$ cat config.mk
export PLATFORM = sky130hd
export DESIGN_NAME = multicycle_ctrl_fsm_flat
export DESIGN_NICKNAME = d
export VERILOG_FILES = /design/src/rtl/multicycle_ctrl_fsm_pkg.sv /design/src/rtl/multicycle_ctrl_fsm_if.sv /design/src/rtl/multicycle_ctrl_fsm_instr_class_decode.sv /design/src/rtl/multicycle_ctrl_fsm.sv /design/src/flat_wrapper.sv
export SDC_FILE = /design/constraint.sdc
export NUM_CORES = 1
export LEC_CHECK = 0
export CAP_MARGIN = 20
export CORE_MARGIN = 5
export CORE_UTILIZATION = 40
export DETAILED_ROUTE_END_ITERATION = 8
export PLACE_DENSITY_LB_ADDON = 0.15
export SLEW_MARGIN = 20
export SYNTH_ARGS = -nofsm -noshare
export SYNTH_HDL_FRONTEND = slang
export SYNTH_HIERARCHICAL = 1
export SYNTH_SLANG_ARGS = --single-unit
$ cat constraint.sdc
create_clock -name clk -period 1.8 [get_ports clk]
set_input_delay 0.36 -clock clk [delete_from_list [all_inputs] [get_ports clk]]
set_output_delay 0.36 -clock clk [all_outputs]
set_load 0.005 [all_outputs]
$ cat src/rtl/multicycle_ctrl_fsm_pkg.sv
// Shared definitions for the RV32I multicycle control sequencer:
// state encoding, RV32I major opcodes, PC/writeback select codes,
// sticky error codes and the one-hot instruction class record.
package multicycle_ctrl_fsm_pkg;

  typedef enum logic [2:0] {
    ST_FETCH  = 3'd0,
    ST_DECODE = 3'd1,
    ST_EXEC   = 3'd2,
    ST_MEM    = 3'd3,
    ST_WB     = 3'd4,
    ST_HALT   = 3'd7
  } state_t;

  typedef enum logic [1:0] {
    ERR_NONE     = 2'b00,
    ERR_ILLEGAL  = 2'b01,
    ERR_IMEM_TMO = 2'b10,
    ERR_DMEM_TMO = 2'b11
  } err_t;

  // RV32I major opcodes (IR[6:0]) handled by this core
  localparam logic [6:0] OP_R      = 7'b0110011;
  localparam logic [6:0] OP_I      = 7'b0010011;
  localparam logic [6:0] OP_LOAD   = 7'b0000011;
  localparam logic [6:0] OP_STORE  = 7'b0100011;
  localparam logic [6:0] OP_BRANCH = 7'b1100011;
  localparam logic [6:0] OP_JAL    = 7'b1101111;
  localparam logic [6:0] OP_JALR   = 7'b1100111;

  // pc_sel codes
  localparam logic [1:0] PC_PLUS4 = 2'b00;
  localparam logic [1:0] PC_IMM   = 2'b01;
  localparam logic [1:0] PC_ALU   = 2'b10;

  // wb_sel codes
  localparam logic [1:0] WB_ALU = 2'b00;
  localparam logic [1:0] WB_MEM = 2'b01;
  localparam logic [1:0] WB_PC4 = 2'b10;

  // ALU operand selects
  localparam logic SEL_A_RS1 = 1'b0;
  localparam logic SEL_A_PC  = 1'b1;
  localparam logic SEL_B_RS2 = 1'b0;
  localparam logic SEL_B_IMM = 1'b1;

  // One-hot instruction class; exactly one bit set by the decoder
  typedef struct packed {
    logic r;
    logic i;
    logic load;
    logic store;
    logic branch;
    logic jal;
    logic jalr;
    logic illegal;
  } instr_class_t;

endpackage

$ cat src/rtl/multicycle_ctrl_fsm_if.sv
// Control bundle between the multicycle sequencer and the datapath /
// memories.
//  master : the sequencer (consumes opcode/br_taken/ready, drives controls)
//  slave  : the datapath/memory side
//  opcode[6:0], br_taken, imem_ready, dmem_ready   -> sequencer
//  imem_req, dmem_req, dmem_we, ir_write, pc_write, pc_sel[1:0],
//  alu_a_sel, alu_b_sel, reg_write, wb_sel[1:0], retire,
//  err[1:0], state_o[2:0]                           <- sequencer
interface multicycle_ctrl_fsm_if;
  logic [6:0] opcode;
  logic       br_taken;
  logic       imem_ready;
  logic       dmem_ready;
  logic       imem_req;
  logic       dmem_req;
  logic       dmem_we;
  logic       ir_write;
  logic       pc_write;
  logic [1:0] pc_sel;
  logic       alu_a_sel;
  logic       alu_b_sel;
  logic       reg_write;
  logic [1:0] wb_sel;
  logic       retire;
  logic [1:0] err;
  logic [2:0] state_o;

  modport master (
    input  opcode, br_taken, imem_ready, dmem_ready,
    output imem_req, dmem_req, dmem_we, ir_write, pc_write, pc_sel,
           alu_a_sel, alu_b_sel, reg_write, wb_sel, retire, err, state_o
  );

  modport slave (
    output opcode, br_taken, imem_ready, dmem_ready,
    input  imem_req, dmem_req, dmem_we, ir_write, pc_write, pc_sel,
           alu_a_sel, alu_b_sel, reg_write, wb_sel, retire, err, state_o
  );
endinterface

$ cat src/rtl/multicycle_ctrl_fsm_instr_class_decode.sv
// Combinational opcode classifier for the multicycle sequencer.
//  opcode[6:0] in  : IR[6:0]
//  cls         out : one-hot {r,i,load,store,branch,jal,jalr,illegal};
//                    any opcode not recognised is classed illegal
module instr_class_decode
  import multicycle_ctrl_fsm_pkg::*;
(
  input  logic [6:0]   opcode,
  output instr_class_t cls
);

  always_comb begin
    cls = '0;
    case (opcode)
      OP_R:      cls.r       = 1'b1;
      OP_I:      cls.i       = 1'b1;
      OP_LOAD:   cls.load    = 1'b1;
      OP_STORE:  cls.store   = 1'b1;
      OP_BRANCH: cls.branch  = 1'b1;
      OP_JAL:    cls.jal     = 1'b1;
      OP_JALR:   cls.jalr    = 1'b1;
      default:   cls.illegal = 1'b1;
    endcase
  end

endmodule

$ cat src/rtl/multicycle_ctrl_fsm.sv
// Multicycle control sequencer for the RV32I core. Steps one instruction
// at a time through FETCH/DECODE/EXEC/MEM/WB and drives the datapath
// enables/selects plus the imem/dmem request handshakes.
//  clk, rst : single clock; synchronous active-high reset
//  bus      : multicycle_ctrl_fsm_if.master (opcode, br_taken, readies in;
//             requests, enables, selects, retire, err, state_o out)
//  MEM_TIMEOUT : max wait cycles on imem/dmem ready; 0 waits forever
module multicycle_ctrl_fsm
  import multicycle_ctrl_fsm_pkg::*;
#(
  parameter int unsigned MEM_TIMEOUT = 16
) (
  input logic                  clk,
  input logic                  rst,
  multicycle_ctrl_fsm_if.master bus
);

  // Counter width derived from the limit; kept at least 1 bit so the
  // wait-forever configuration still elaborates.
  localparam int unsigned TW = (MEM_TIMEOUT > 0) ? $clog2(MEM_TIMEOUT + 1) : 1;
  localparam logic [TW-1:0] TMO_LAST = TW'((MEM_TIMEOUT > 0) ? MEM_TIMEOUT - 1 : 0);
  localparam bit TMO_EN = (MEM_TIMEOUT != 0);

  state_t        state;
  instr_class_t  class_q;
  instr_class_t  dec_class;
  logic [TW-1:0] tmo_cnt;
  err_t          err_q;
  logic          tmo_limit;

  instr_class_decode u_decode (
    .opcode (bus.opcode),
    .cls    (dec_class)
  );

  always_comb tmo_limit = TMO_EN && (tmo_cnt == TMO_LAST);

  // tmo_cnt is cleared on every transition out of a wait state, so it is
  // already zero whenever FETCH or MEM is entered. A ready on the limit
  // cycle is tested first and therefore wins over the timeout.
  always_ff @(posedge clk) begin
    if (rst) begin
      state   <= ST_FETCH;
      class_q <= '0;
      tmo_cnt <= '0;
      err_q   <= ERR_NONE;
    end else begin
      case (state)
        ST_FETCH: begin
          if (bus.imem_ready) begin
            state   <= ST_DECODE;
            tmo_cnt <= '0;
          end else if (tmo_limit) begin
            state   <= ST_HALT;
            err_q   <= ERR_IMEM_TMO;
            tmo_cnt <= '0;
          end else begin
            tmo_cnt <= tmo_cnt + TW'(1);
          end
        end

        ST_DECODE: begin
          class_q <= dec_class;
          if (dec_class.illegal) begin
            state <= ST_HALT;
            err_q <= ERR_ILLEGAL;
          end else begin
            state <= ST_EXEC;
          end
        end

        ST_EXEC: begin
          if (class_q.load || class_q.store) begin
            state <= ST_MEM;
          end else if (class_q.r || class_q.i) begin
            state <= ST_WB;
          end else if (class_q.branch || class_q.jal || class_q.jalr) begin
            state <= ST_FETCH;
          end else begin
            // No valid class latched: unreachable after DECODE screening
            state <= ST_HALT;
            err_q <= ERR_ILLEGAL;
          end
        end

        ST_MEM: begin
          if (bus.dmem_ready) begin
            state   <= class_q.load ? ST_WB : ST_FETCH;
            tmo_cnt <= '0;
          end else if (tmo_limit) begin
            state   <= ST_HALT;
            err_q   <= ERR_DMEM_TMO;
            tmo_cnt <= '0;
          end else begin
            tmo_cnt <= tmo_cnt + TW'(1);
          end
        end

        ST_WB:   state <= ST_FETCH;

        ST_HALT: state <= ST_HALT;

        default: state <= ST_FETCH;
      endcase
    end
  end

  // Outputs are decoded from state/class_q rather than registered because
  // ir_write, the store retire and the branch pc_sel must react to
  // imem_ready/dmem_ready/br_taken in the same cycle.
  always_comb begin
    bus.imem_req  = 1'b0;
    bus.dmem_req  = 1'b0;
    bus.dmem_we   = 1'b0;
    bus.ir_write  = 1'b0;
    bus.pc_write  = 1'b0;
    bus.pc_sel    = PC_PLUS4;
    bus.alu_a_sel = SEL_A_RS1;
    bus.alu_b_sel = SEL_B_RS2;
    bus.reg_write = 1'b0;
    bus.wb_sel    = WB_ALU;
    bus.retire    = 1'b0;
    bus.err       = '0;
    bus.state_o   = '0;

    if (!rst) begin
      bus.err     = err_q;
      bus.state_o = state;
      case (state)
        ST_FETCH: begin
          bus.imem_req = 1'b1;
          bus.ir_write = bus.imem_ready;
        end

        ST_EXEC: begin
          if (class_q.i || class_q.load || class_q.store || class_q.jalr)
            bus.alu_b_sel = SEL_B_IMM;
          if (class_q.branch) begin
            bus.pc_write = 1'b1;
            bus.pc_sel   = bus.br_taken ? PC_IMM : PC_PLUS4;
            bus.retire   = 1'b1;
          end
          if (class_q.jal) begin
            bus.reg_write = 1'b1;
            bus.wb_sel    = WB_PC4;
            bus.pc_write  = 1'b1;
            bus.pc_sel    = PC_IMM;
            bus.retire    = 1'b1;
          end
          if (class_q.jalr) begin
            bus.reg_write = 1'b1;
            bus.wb_sel    = WB_PC4;
            bus.pc_write  = 1'b1;
            bus.pc_sel    = PC_ALU;
            bus.retire    = 1'b1;
          end
        end

        ST_MEM: begin
          bus.dmem_req = 1'b1;
          bus.dmem_we  = class_q.store;
          if (class_q.store && bus.dmem_ready) begin
            bus.pc_write = 1'b1;
            bus.pc_sel   = PC_PLUS4;
            bus.retire   = 1'b1;
          end
        end

        ST_WB: begin
          bus.reg_write = 1'b1;
          bus.wb_sel    = class_q.load ? WB_MEM : WB_ALU;
          bus.pc_write  = 1'b1;
          bus.pc_sel    = PC_PLUS4;
          bus.retire    = 1'b1;
        end

        default: ;
      endcase
    end
  end

endmodule

$ cat src/flat_wrapper.sv
// flat-port wrapper written by rule: the top's interface ports become plain ports
module multicycle_ctrl_fsm_flat import multicycle_ctrl_fsm_pkg::*;
#(
  parameter int unsigned MEM_TIMEOUT = 16
)
  (clk, rst, bus_opcode, bus_br_taken, bus_imem_ready, bus_dmem_ready, bus_imem_req, bus_dmem_req, bus_dmem_we, bus_ir_write, bus_pc_write, bus_pc_sel, bus_alu_a_sel, bus_alu_b_sel, bus_reg_write, bus_wb_sel, bus_retire, bus_err, bus_state_o);
  multicycle_ctrl_fsm_if bus_i ();
  input logic clk;
  input logic rst;
  input wire logic [$bits(bus_i.opcode)-1:0] bus_opcode;
  input wire logic [$bits(bus_i.br_taken)-1:0] bus_br_taken;
  input wire logic [$bits(bus_i.imem_ready)-1:0] bus_imem_ready;
  input wire logic [$bits(bus_i.dmem_ready)-1:0] bus_dmem_ready;
  output wire logic [$bits(bus_i.imem_req)-1:0] bus_imem_req;
  output wire logic [$bits(bus_i.dmem_req)-1:0] bus_dmem_req;
  output wire logic [$bits(bus_i.dmem_we)-1:0] bus_dmem_we;
  output wire logic [$bits(bus_i.ir_write)-1:0] bus_ir_write;
  output wire logic [$bits(bus_i.pc_write)-1:0] bus_pc_write;
  output wire logic [$bits(bus_i.pc_sel)-1:0] bus_pc_sel;
  output wire logic [$bits(bus_i.alu_a_sel)-1:0] bus_alu_a_sel;
  output wire logic [$bits(bus_i.alu_b_sel)-1:0] bus_alu_b_sel;
  output wire logic [$bits(bus_i.reg_write)-1:0] bus_reg_write;
  output wire logic [$bits(bus_i.wb_sel)-1:0] bus_wb_sel;
  output wire logic [$bits(bus_i.retire)-1:0] bus_retire;
  output wire logic [$bits(bus_i.err)-1:0] bus_err;
  output wire logic [$bits(bus_i.state_o)-1:0] bus_state_o;
  assign bus_i.opcode = bus_opcode;
  assign bus_i.br_taken = bus_br_taken;
  assign bus_i.imem_ready = bus_imem_ready;
  assign bus_i.dmem_ready = bus_dmem_ready;
  assign bus_imem_req = bus_i.imem_req;
  assign bus_dmem_req = bus_i.dmem_req;
  assign bus_dmem_we = bus_i.dmem_we;
  assign bus_ir_write = bus_i.ir_write;
  assign bus_pc_write = bus_i.pc_write;
  assign bus_pc_sel = bus_i.pc_sel;
  assign bus_alu_a_sel = bus_i.alu_a_sel;
  assign bus_alu_b_sel = bus_i.alu_b_sel;
  assign bus_reg_write = bus_i.reg_write;
  assign bus_wb_sel = bus_i.wb_sel;
  assign bus_retire = bus_i.retire;
  assign bus_err = bus_i.err;
  assign bus_state_o = bus_i.state_o;
  multicycle_ctrl_fsm #(.MEM_TIMEOUT(MEM_TIMEOUT)) u_core (.clk(clk), .rst(rst), .bus(bus_i));
endmodule
**Yosys cells after proc, flatten, opt, wreduce, memory -nomap -nowiden**

Index checks and enable logic that the tools add are counted.

- Add/subtract/negate cells: 1
- Eq/ne operators: 21
- Mux-type cells: 63
- Reductions and logical operators: 13

Operators by type and width:

| kind | number |
|---|---|
| 2-to-1 mux 2 bit | 17 |
| 2-to-1 mux 1 bit | 28 |
| 2-to-1 mux 3 bit | 9 |
| equality test 7 bit, second input constant | 3 |
| 2-to-1 mux 5 bit | 3 |
| one-hot mux 3 bit (5 select lines) | 1 |
| equality test 7 x 6 -> 1 bit, second input constant | 2 |
| inequality test 2 bit, second input constant | 6 |
| one-hot mux 5 bit (2 select lines) | 1 |
| AND reduction 9 bit | 1 |
| one-hot mux 2 bit (4 select lines) | 1 |
| equality test 7 x 2 -> 1 bit, second input constant | 1 |
| equality test 7 x 5 -> 1 bit, second input constant | 1 |
| logical OR 1 bit | 7 |
| OR reduction 7 bit | 1 |
| equality test 3 x 2 -> 1 bit, second input constant | 2 |
| equality test 3 bit, second input constant | 2 |
| adder 5 x 1 -> 5 bit, second input constant | 1 |
| equality test 5 x 4 -> 1 bit, second input constant | 1 |
| inequality test 2 x 1 -> 1 bit, second input constant | 2 |
| one-hot mux 2 bit (2 select lines) | 1 |
| nonzero test 4 bit | 1 |
| equality test 3 x 1 -> 1 bit, second input constant | 1 |
| zero test 3 bit | 1 |
| 4 further kinds | 4 |

- Register bits after elaboration: 17
- Bits of input ports: 12
- Output and inout bits: 18
- Logic and storage cells: 108

**Depth between registers and ports, before layout**

- Depth after elaboration: 6
- Gate-level depth with buffers: 7
- Depth with buffers taken out: 7

**Cells and area by module**

Netlist, hierarchy kept.

Modules (own cells, without submodules):

| module | instances | cells each | area each (um^2) | seq. area each (um^2) |
|---|---|---|---|---|
| multicycle_ctrl_fsm | 1 | 139 | 1106.1 | 340.3 |
| instr_class_decode | 1 | 18 | 103.8 | 0.0 |

**Worst setup path before layout**

Ideal clock, no wire load.

- Path type: input to register
- Start: input bus_opcode[4]
- End: register u_core.err_q[0]
- Setup time: 0.121 ns
- Arrival time: 1.417 ns
- Data required time: 1.679 ns
- Setup slack: 0.262 ns
- Stages: 7
- Buffers on the path: 0
- Cell sequence: nand2b_1 nand2_1 o211ai_1 nand2_1 mux2i_1 o211ai_1 mux2_2

- Cells in the longest elaborated chain, start to end: 4
- Elaborated cells between the ends (all ways): 10
- Those cells by class: 8 x eq/ne; 2 x reduce/logical

RTL lines:

| item | line | RTL |
|---|---|---|
| start, declared | flat_wrapper.sv:10 | `input wire logic [$bits(bus_i.opcode)-1:0] bus_opcode;` |
| equality test 7 bit, or another cell as far along | multicycle_ctrl_fsm_instr_class_decode.sv:14 | `case (opcode)` |
| OR reduction 7 bit (no source line) (*) | -- |  |
| inequality test 2 bit (no source line) (*) | -- |  |
| AND reduction 9 bit (no source line) (*) | -- |  |
| end signal, assigned | multicycle_ctrl_fsm.sv:46 | `err_q <= ERR_NONE;` |
| end signal, assigned | multicycle_ctrl_fsm.sv:55 | `err_q <= ERR_IMEM_TMO;` |
| end signal, assigned | multicycle_ctrl_fsm.sv:66 | `err_q <= ERR_ILLEGAL;` |
| end, declared | multicycle_ctrl_fsm.sv:28 | `err_t err_q;` |

Mark *: on every way between the ends. The rest lies on a longest branch, timed or not.
A chain may end at the register's enable or synchronous reset.

**Worst setup path after layout**

- Start: register u_core.state[1]
- End: output bus_pc_sel[0]

- Cells in the longest elaborated chain, start to end: 3

RTL lines:

| item | line | RTL |
|---|---|---|
| start, declared | multicycle_ctrl_fsm.sv:24 | `state_t state;` |
| start signal, assigned | multicycle_ctrl_fsm.sv:88 | `state <= class_q.load ? ST_WB : ST_FETCH;` |
| equality test 3 x 2 -> 1 bit | multicycle_ctrl_fsm.sv:129 | `case (state)` |
| 2-to-1 mux 2 bit | -- |  |
| 2-to-1 mux 2 bit | multicycle_ctrl_fsm.sv:126 | `if (!rst) begin` |
| end, declared | flat_wrapper.sv:19 | `output wire logic [$bits(bus_i.pc_sel)-1:0] bus_pc_sel;` |

No other way between the ends.

==> flow_summary.rst <==
.. list-table::
   :header-rows: 1

   * - Metric
     - Value
   * - Buffer cell driving the clock tree root
     - sky130_fd_sc_hd__clkbuf_4
   * - Number of antenna repair diodes
     - 0
   * - TritonCTS clock tree
     - done
   * - Net count of the finished layout
     - 236
   * - Final setup skew
     - 0.00978 ns
   * - Total length of routed wires
     - about 4 mm
   * - Number of fillers in the final layout
     - roughly 260
   * - Initial DRT Pass Iterations
     - 4
   * - Worst-Skew Late Latency
     - approximately 0.3 ns
   * - Remaining routing DRC violations
     - 0
   * - Routing usage on met3
     - 3.29%
   * - Post-synthesis instance area
     - 1210 um^2
   * - Setup repair after global routing missed its margin
     - true
   * - Startpoint-to-endpoint class of the critical path
     - flop to output port
   * - Area of the core
     - 2980 um^2
   * - Aggregate global-route resource usage
     - about a fifth
   * - Maximum Capacitance Violations
     - 0
   * - Total global routing overflow
     - 0
   * - Detailed-placement wirelength estimate
     - 2.83 mm
   * - DRT iter0 DRCs
     - 125
   * - Net count after synthesis
     - 170
   * - Pwr dens
     - about 1100 nW/um^2
   * - Die Outline Area
     - 4220 um^2
   * - Maximum net fanout on the critical path
     - 7
   * - Layout area overhead
     - 58.6%
   * - Number of ports placed on the die boundary
     - 30
   * - Largest net degree at the start of global routing
     - 14
   * - Leading cell types in the layout, fill and taps excluded
     - sky130_fd_sc_hd__buf_4 (43), sky130_fd_sc_hd__nor2_1 (16), sky130_fd_sc_hd__dfxtp_1 (12), sky130_fd_sc_hd__nand2_1 (10)
   * - Inst Count DP
     - roughly 240
   * - Die height
     - 65.0 um
   * - FP Rows
     - 20
   * - Global-route wire length before repair
     - 6.42 mm
   * - Detailed-route via count
     - approximately 1.4k
   * - Number of buffers created by CTS
     - 3
   * - Violations in the final reports
     - setup timing
   * - Most common cell after layout, fill and taps aside
     - sky130_fd_sc_hd__buf_4
   * - Portion of the clock cycle consumed by the worst path in the final layout
     - 101%
   * - Effective utilization at floorplan
     - 40.6%
   * - Clock tree buffer depth
     - 2
   * - IR Drop Worst-Case VDD
     - 0.541 mV
   * - Number of hold buffers added after cts
     - 0
   * - Multi-input gate area in the final layout
     - 890 um^2
   * - Startpoint type of the worst setup path
     - flop
   * - Initial antenna violation count
     - 0
   * - Flip-flop cell with the highest count after synthesis
     - sky130_fd_sc_hd__dfxtp_1
   * - Fraction of layout cells with a size suffix above 1
     - 42.3%
   * - Endpoint kind of the worst setup timing path
     - output port
   * - Per-instance average area after synthesis
     - 7.71 um^2
   * - Met2 Use GR
     - 36.7%
   * - Required @ worst endpoint
     - 1.44 ns
   * - Routability-driven placement congestion ratio
     - 0.908
   * - Post-synthesis async set-or-reset flop share
     - 0%
   * - Synthesis warning total
     - 6
   * - Register bit count reported by yosys
     - 17
   * - Combined flip-flop and latch cell area
     - 354 um^2
   * - Max-slew violation count
     - 0
   * - Layout Utilization
     - 64.5%
   * - Layer with the highest usage after global routing
     - met2
   * - Final-report hold violation count
     - 0
   * - Min-Delay Path Class
     - flop to flop
   * - Port bufs
     - 28
   * - Horizontal die dimension
     - 65.0 um
   * - Post-synthesis sequential area ratio
     - between 20% and 30%
   * - Number of vias per cell
     - 5.51
   * - Final number of setup-violating endpoints
     - 1
   * - Wire length per cell
     - 15.4 um
   * - Leakage
     - 0.889 nW
   * - Final cell count without fillers
     - 255
   * - Number of global-route vias before repair
     - 1487
   * - Status
     - finished with violations
   * - Netlist cell types
     - 43
   * - Met1 Usage GRT
     - 19.1%
   * - Clock slew at the register clock pins of the worst setup and hold paths
     - 0.11 ns
   * - Highest achievable clock rate
     - roughly 550 MHz
   * - Final worst slack
     - -0.0183 ns
   * - Post-Synthesis Cells
     - around 160
   * - Count of flip-flops with a built-in enable after synthesis
     - 0
   * - Number of H-tree levels
     - 1
   * - Number of sinks driven by the clock tree
     - 17
   * - Data arrival, critical path
     - 1.46 ns
   * - Count of antenna-violating nets left after detailed routing
     - 0
   * - Shortest clock period the worst path allows after layout
     - roughly 1.8 ns
==> routing by layer <==
| metal | part of all wire (%) | vias up |
|---|---|---|
| li1 | - | 692 |
| met1 | 41 | 652 |
| met2 | 52 | 44 |
| met3 | 3.6 | 16 |
| met4 | 3.9 | 0 |
| met5 | 0 | - |
==> stage by stage <==
| stage | instance area, um^2 | setup WS (ns) | hold slack [ns] | power, mW | TNS [ns] |
|---|---|---|---|---|---|
| after CTS | 1830 | -0.138 | 0.480 | 2.01 | -0.295 |
| final | 1920 | -0.0183 | 0.477 | 2.13 | -0.0183 |
| after global routing | 1920 | -0.127 | 0.502 | 2.26 | -0.443 |
| after global placement | 1740 | -0.487 | 0.460 | 1.66 | -7.21 |
| after detailed placement | 1740 | -0.489 | 0.465 | 1.69 | -7.70 |
| after floorplan | 1210 | 0.262 | 0.449 | 1.21 | 0 |
==> kinds of logic (layout without fill, tap and decap cells) <==
group	count (synthesis)	after routing	share of synthesized area [%]
AND/OR/NAND/NOR	83	83	38.9
other	1	1	0.310
AO/OA/AOI/OAI	29	29	16.3
flip-flops	17	17	28.1
adder cells (fa/ha/maj)	1	1	1.03
buffers and inverters	16	81	6.82
multiplexers	10	10	8.48
==> cell usage after synthesis, drive strengths merged, types with 3 or more instances <==
cell    number  share of area (%)
a31oi        3                1.6
nor3b        4                3.3
buf          7                4.0
nand3b       6                3.7
nor2        20                6.2
a21oi       10                4.1
nor2b        7                3.6
o21ai        3                1.2
nand4b       3                2.7
nor4         3                2.1
inv          5                1.6
nand2b       3                1.6
dfxtp       17                 28
mux2i        8                6.6
nand2       11                3.4
nand3        7                2.9
nor3        12                5.0
clkbuf       4                1.2
==> power breakdown <==
part,internal (mW),total (mW),switching (mW)
combinational,0.720,1.38,0.655
sequential,0.459,0.539,0.0799
clock,0.0863,0.220,0.134
total,1.27,2.13,0.869
==> final timing paths <==
| check | end | cells past startpoint | slack (ns) | from |
|---|---|---|---|---|
| max reg2reg | u_core/state[2] | 6 | 0.12 | u_core/state[0] |
| min | u_core/tmo_cnt[4] | 1 | 0.48 | u_core/tmo_cnt[4] |
| max | bus_pc_sel[0] | 5 | -0.02 | u_core/state[1] |
| min reg2reg | u_core/tmo_cnt[4] | 1 | 0.48 | u_core/tmo_cnt[4] |
==> repair_timing <==
| action | 4_1_cts | 5_1_grt |
|---|---|---|
| endpoints found under the setup margin | 18 | 12 |
| pin swaps | 5 | 11 |
| buffers inserted | 4 | 4 |
| resized for setup | 61 | 25 |
==> worst max-delay path, cell delays in order (launching register included) <==
cell                       delay [ns]
sky130_fd_sc_hd__dfxtp_4         0.40
sky130_fd_sc_hd__nor3b_4         0.22
sky130_fd_sc_hd__nand2b_1        0.14
sky130_fd_sc_hd__buf_4           0.16
sky130_fd_sc_hd__nor3_2          0.13
sky130_fd_sc_hd__buf_2           0.12
==> cell type report <==
cell class                      instances  area share [%]
Sequential cell                        17            18.4
Inverter                                5           0.978
Clock buffer                            4            1.37
Multi-Input combinational cell        124            46.3
Tap cell                               33            2.15
Timing Repair Buffer                   72            30.7
==> flip-flops by register name, indices dropped and copies added (netlist names) <==
signal,flops
u_core/tmo_cnt,5
u_core/err_q,2
u_core/class_q,7
u_core/state,3
Power figures use the tool's default switching activity.
